===== src/rtl/demux_pkg.sv =====
// Shared constants, select type and select decode for the 1-to-4 demux.
package demux_pkg;

    localparam int NUM_LANES = 4;
    localparam int SEL_W     = 2;

    typedef logic [SEL_W-1:0] sel_t;

    function automatic logic [NUM_LANES-1:0] onehot4(input sel_t sel);
        return 4'b0001 << sel;
    endfunction

endpackage


===== src/rtl/demux_1to4_comb.sv =====
// Combinational steering of p onto one of four lanes; ARCH 0 is an AND decode,
// any other ARCH value uses a behavioural case. Both give identical lanes.
module demux_1to4_comb
    import demux_pkg::*;
#(
    parameter int DATA_W = 1,
    parameter int ARCH   = 0
) (
    input  logic [DATA_W-1:0]                 p,
    input  sel_t                              lb,
    output logic [NUM_LANES-1:0][DATA_W-1:0]  lane
);

    if (ARCH == 0) begin : g_struct
        logic [NUM_LANES-1:0] dec;
        assign dec = onehot4(lb);
        for (genvar i = 0; i < NUM_LANES; i++) begin : g_lane
            assign lane[i] = p & {DATA_W{dec[i]}};
        end
    end else begin : g_behav
        always_comb begin
            lane = '0;
            case (lb)
                2'd0:    lane[0] = p;
                2'd1:    lane[1] = p;
                2'd2:    lane[2] = p;
                default: lane[3] = p;
            endcase
        end
    end

endmodule


===== src/rtl/demux_1to4_reg.sv =====
// Registered 1-to-4 demux. Build with DEMUX_HOLD_EN defined to keep unselected
// lanes on update (write-addressed 4-entry register file) instead of clearing them.
module demux_1to4_reg
    import demux_pkg::*;
#(
    parameter int DATA_W = 1,
    parameter int ARCH   = 0
) (
    input  logic                          clk,
    input  logic                          rst_n,
    input  logic                          en,
    input  logic [DATA_W-1:0]             p,
    input  logic [SEL_W-1:0]              lb,
    output logic [NUM_LANES*DATA_W-1:0]   l,
    output logic [SEL_W-1:0]              sel_q
);

    logic [NUM_LANES-1:0][DATA_W-1:0] lane;
    logic [NUM_LANES-1:0][DATA_W-1:0] l_d, l_q;
    sel_t                             sel_d;

    demux_1to4_comb #(
        .DATA_W (DATA_W),
        .ARCH   (ARCH)
    ) u_comb (
        .p    (p),
        .lb   (lb),
        .lane (lane)
    );

`ifdef DEMUX_HOLD_EN
    logic [NUM_LANES-1:0] wr;
    assign wr = onehot4(lb);
`endif

    always_comb begin
        l_d   = l_q;
        sel_d = sel_q;
        if (en) begin
            sel_d = lb;
`ifdef DEMUX_HOLD_EN
            for (int i = 0; i < NUM_LANES; i++) begin
                if (wr[i]) l_d[i] = lane[i];
            end
`else
            l_d = lane;
`endif
        end
    end

    always_ff @(posedge clk) begin
        if (!rst_n) begin
            l_q   <= '0;
            sel_q <= '0;
        end else begin
            l_q   <= l_d;
            sel_q <= sel_d;
        end
    end

    assign l = l_q;

endmodule


===== config.mk =====
export PLATFORM = sky130hd
export DESIGN_NAME = demux_1to4_reg
export DESIGN_NICKNAME = d
export VERILOG_FILES = /design/src/rtl/demux_pkg.sv /design/src/rtl/demux_1to4_comb.sv /design/src/rtl/demux_1to4_reg.sv
export SDC_FILE = /design/constraint.sdc
export NUM_CORES = 1
export LEC_CHECK = 0
export ABC_CLOCK_PERIOD_IN_PS = 800
export CAP_MARGIN = 20
export CORE_AREA = 2 2 39 41
export DETAILED_ROUTE_END_ITERATION = 10
export DIE_AREA = 0 0 41 43
export GPL_ROUTABILITY_DRIVEN = 1
export PLACE_DENSITY = 0.45
export SYNTH_ARGS = -nofsm -noshare
export SYNTH_HDL_FRONTEND = slang
export SYNTH_HIERARCHICAL = 1
export SYNTH_SLANG_ARGS = --single-unit

===== constraint.sdc =====
create_clock -name clk -period 0.8 [get_ports clk]
set_input_delay 0.08 -clock clk [delete_from_list [all_inputs] [get_ports clk]]
set_output_delay 0.08 -clock clk [all_outputs]
set_load 0.02 [all_outputs]

Word level (Yosys, flattened, before mapping)
Cells that the tools add are included.
Widths: inputs -> output; s select.
Cells by class
  shift-type cells: 1
  bitwise gates (word level): 4
Operators with widths (number)
  $and 1x1->1: 4
  $shl 1x2->4 const A: 1
Storage, ports and cells
  output and inout port bits: 6
  register bits: 6
  bits of input ports: 6
  word-level logic and storage cells: 10

Longest topological paths before layout
Gate-level depths: netlist of the first run.
  word-level depth: 2
  gate-level depth with buffers: 3
  depth with buffers taken out: 3

Modules after synthesis
The synthesis of the first run kept the hierarchy.
By module, submodules not included
  demux_1to4_reg: seq. area each 120.1 um^2, area an instance 229.0 um^2, cells an instance 19, times used 1
  demux_1to4_comb: seq. area each 0.0 um^2, area an instance 37.5 um^2, cells an instance 4, times used 1

Worst setup path before layout of the first run
OpenSTA, ideal clock, no wires.
  path kind: register to register
  start point: register l[0] (netlist name)
  end point: register l_q, in the netlist l[0]
  cell stages (with the launch flop): 3
  arrival time: 0.603 ns
  setup time: 0.065 ns
  clock period less this slack: 0.668 ns
  data required time: 0.735 ns
  path slack: 0.132 ns
  path buffers: 0
  cells stage by stage: dfxtp_1 mux2i_1 nor2b_1
RTL lines
  to (signal assigned): line demux_1to4_reg.sv:56  | l_q <= l_d;
  to (decl): line demux_1to4_reg.sv:19  | logic [NUM_LANES-1:0][DATA_W-1:0] l_d, l_q;

Worst setup path in the final report of the first run
  start point: register l_q, in the netlist l[3]
  end point: output l[3]
RTL lines
  to (decl): line demux_1to4_reg.sv:14  | output logic [NUM_LANES*DATA_W-1:0] l,
No word-level cell between the ends.

==> metrics.yaml, run 1 <==
area.growth.synth_to_final_pct: 63.8
crit_cells: 1
rsz0062_at_grt: "false"
r2r_cells: 2
layout.nets: 46
core_mm2: 0.00138
arrival_ps: 680
antennaDiodeCount: 0
initial_core_util: 0.193
syn_area_um2: 267
rows: 14
maxSlewViolCount: 0
synth_fa_ha_area_frac: 0
drive_gt1_frac: 0.500
fmax_mhz: 1310
clock_sinks: 6
regToRegEndpoint: "l[3]$_SDFFE_PN0P_"
hold_buffers: 0
ir_drop_mv: 0.746
hold_end: "sel_q[0]$_SDFFE_PN0P_"
synth_top_family_by_area: "simple AND/OR/NAND/NOR gates"
cp_slowest_stage_delay_ps: 320
cts_buffers: 3
relSlewSlack: 0.912
drtIter0Drc: 3
fin_crit_sh: 0.955
ios: 12
path_clk_slew_ps: 40
end_kind: "primary output"
cts_root_buf: "clkbuf_4"
place_inst: 51
synth_area_per_cell_um2: 11.6
worst-path-buf-inv: 1
criticalPathCategory: "flip-flop to primary output"
muxShareOfSynthArea: 0.225
grt_pass1_wl_um: 738
slowest_stage: "dfxtp_2"
cp.required_ps: 720
vias: 208
clock_path_buffers: 2
min_period_ps: 764
drt-pass1-iter-count: 2
reg2reg_slack_ps: 180
instances_no_fill: 54
synth-compound-area-share: 0
post_cts_buffers: 0
crit_family: "flip-flops"
grt_pass1_vias: 195
yosys.area_share.xor_xnor: 0
ant_nets: 0
synth_simple_gate_area_frac: 0.282
final_cell_mix: "buf_6 (7), mux2i_1 (6), nor2b_1 (6), dfxtp_2 (6), dlygate4sd2_1 (4)"
start_kind: "flip-flop"
antenna_found_initial: 0
track_usage: 0.0713
worstHoldStart: "lb[0]"
hold-worst-slack_ps: 329
synthTopCellsByArea: "dfxtp_1 (45%), mux2i_1 (23%), nor2b_1 (14%)"
hp-class: "primary input to flip-flop"
cts_htree_levels: 1
synth_top_area_share: 0.451
ys_seq_area_frac: 0.451
vias_per_cell: 3.85
yosys.area.top_type: "dfxtp_1"
drc: 0
numPortBuffers: 11
dieWidth_um: 41
die-area_mm2: 0.00176
fill_cells: 145
ys_seq_elements: 6
cts_tree: "yes"
final_common_cell: "buf_6"
ys_warn_count: 6
clock_latency_ps: 240
cp_max_fo: 2
power_density_mw_per_mm2: 1620
routed_wl_um: 510
grt_max_degree: 7
synth_nets: 29
hold_viol: 0
worst_pin_slew_ps: 129
cap_violations: 0
whs_path_depth: 3
cp_cell_sequence: "buf_6"
finalSetupViolations: 0
synthCells: 23
synth_cell_types: 7
gp_congestion: 0.615
wire_per_inst_um: 9.44
overflow: 0
fp.dieH_um: 43
status: "finished, final reports clean"
finClkSkew_ps: 0
regToRegStartpoint: "l[3]$_SDFFE_PN0P_"
p_leak_nw: 0.203
-- cells by family after synthesis --
group                  count (synthesis)
buffers and inverters                  1
flip-flops                             6
multiplexers                           6
AND/OR/NAND/NOR                       10
-- state kept, by name, summed over array words and instances, names as in the netlist --
name and count:
sel_q 2, l 4
-- stage by stage --
stage	setup slack [ps]	utilization	cell area (um^2)	total power [W]	TNS, ps
6_report	36.0	0.316	437	0.000708	0
5_1_grt	10.9	0.316	437	0.000749	0
4_1_cts	0.610	0.307	424	0.000721	0
3_5_place_dp	-329	0.289	400	0.000437	-2920
3_3_place_gp	-337	0.289	400	0.000436	-2870
2_1_floorplan	132	-	267	0.000376	0
-- how the worst max path moves through the flow --
stage	startpoint	endpoint	slack (ps)
2_1_floorplan	l[0]$_SDFFE_PN0P_	l[0]$_SDFFE_PN0P_	130
3_3_place_gp	lb[0]	l[2]$_SDFFE_PN0P_	-340
3_5_place_dp	lb[1]	l[1]$_SDFFE_PN0P_	-330
4_1_cts	l[2]$_SDFFE_PN0P_	l[2]	0.6
5_1_grt	l[1]$_SDFFE_PN0P_	l[1]	10
6_report	l[3]$_SDFFE_PN0P_	l[3]	40
-- cell usage after synthesis (all sizes together) --
cell   instances
mux2i          6
nor3b          1
nor2b          6
and3b          2
and3           1
dfxtp          6
buf            1
-- report_power, final --
group / total (W) / internal, W / switching (W)
logic: 0.000110 / 0.0000655 / 0.0000447
registers: 0.000321 / 0.000313 / 0.00000719
clock network: 0.000277 / 0.000170 / 0.000108
total: 0.000708 / 0.000548 / 0.000159
-- final cells by class --
type	instances	area (um^2)	area share
repair buffers	13	131	0.301
well taps	16	20.0	0.0458
clock buffers	3	22.5	0.0516
flip-flops and latches	6	128	0.292
multi-input cells	16	135	0.309
-- metal layers --
layer	vias up	share of wire	track usage
met5	-	0	0
met2	7	0.46	0.0906
li1	111	-	-
met1	88	0.41	0.0675
met4	0	0.033	0.0800
met3	2	0.094	0.0471
-- what timing repair did --
action | 4_1_cts | 5_1_grt
pin swaps | 0 | 0
gates resized for setup | 41 | 6
setup endpoints to repair | 12 | 4
Note: power is estimated with default switching activity, not from simulation.
==> run 2, diff against run 1 <==
Settings changed: ABC_AREA from default to 0, SLEW_MARGIN from default to 5.
==> results of run 2 <==
Same layout as run 1: the final DEF is identical, and so are final timing and power.
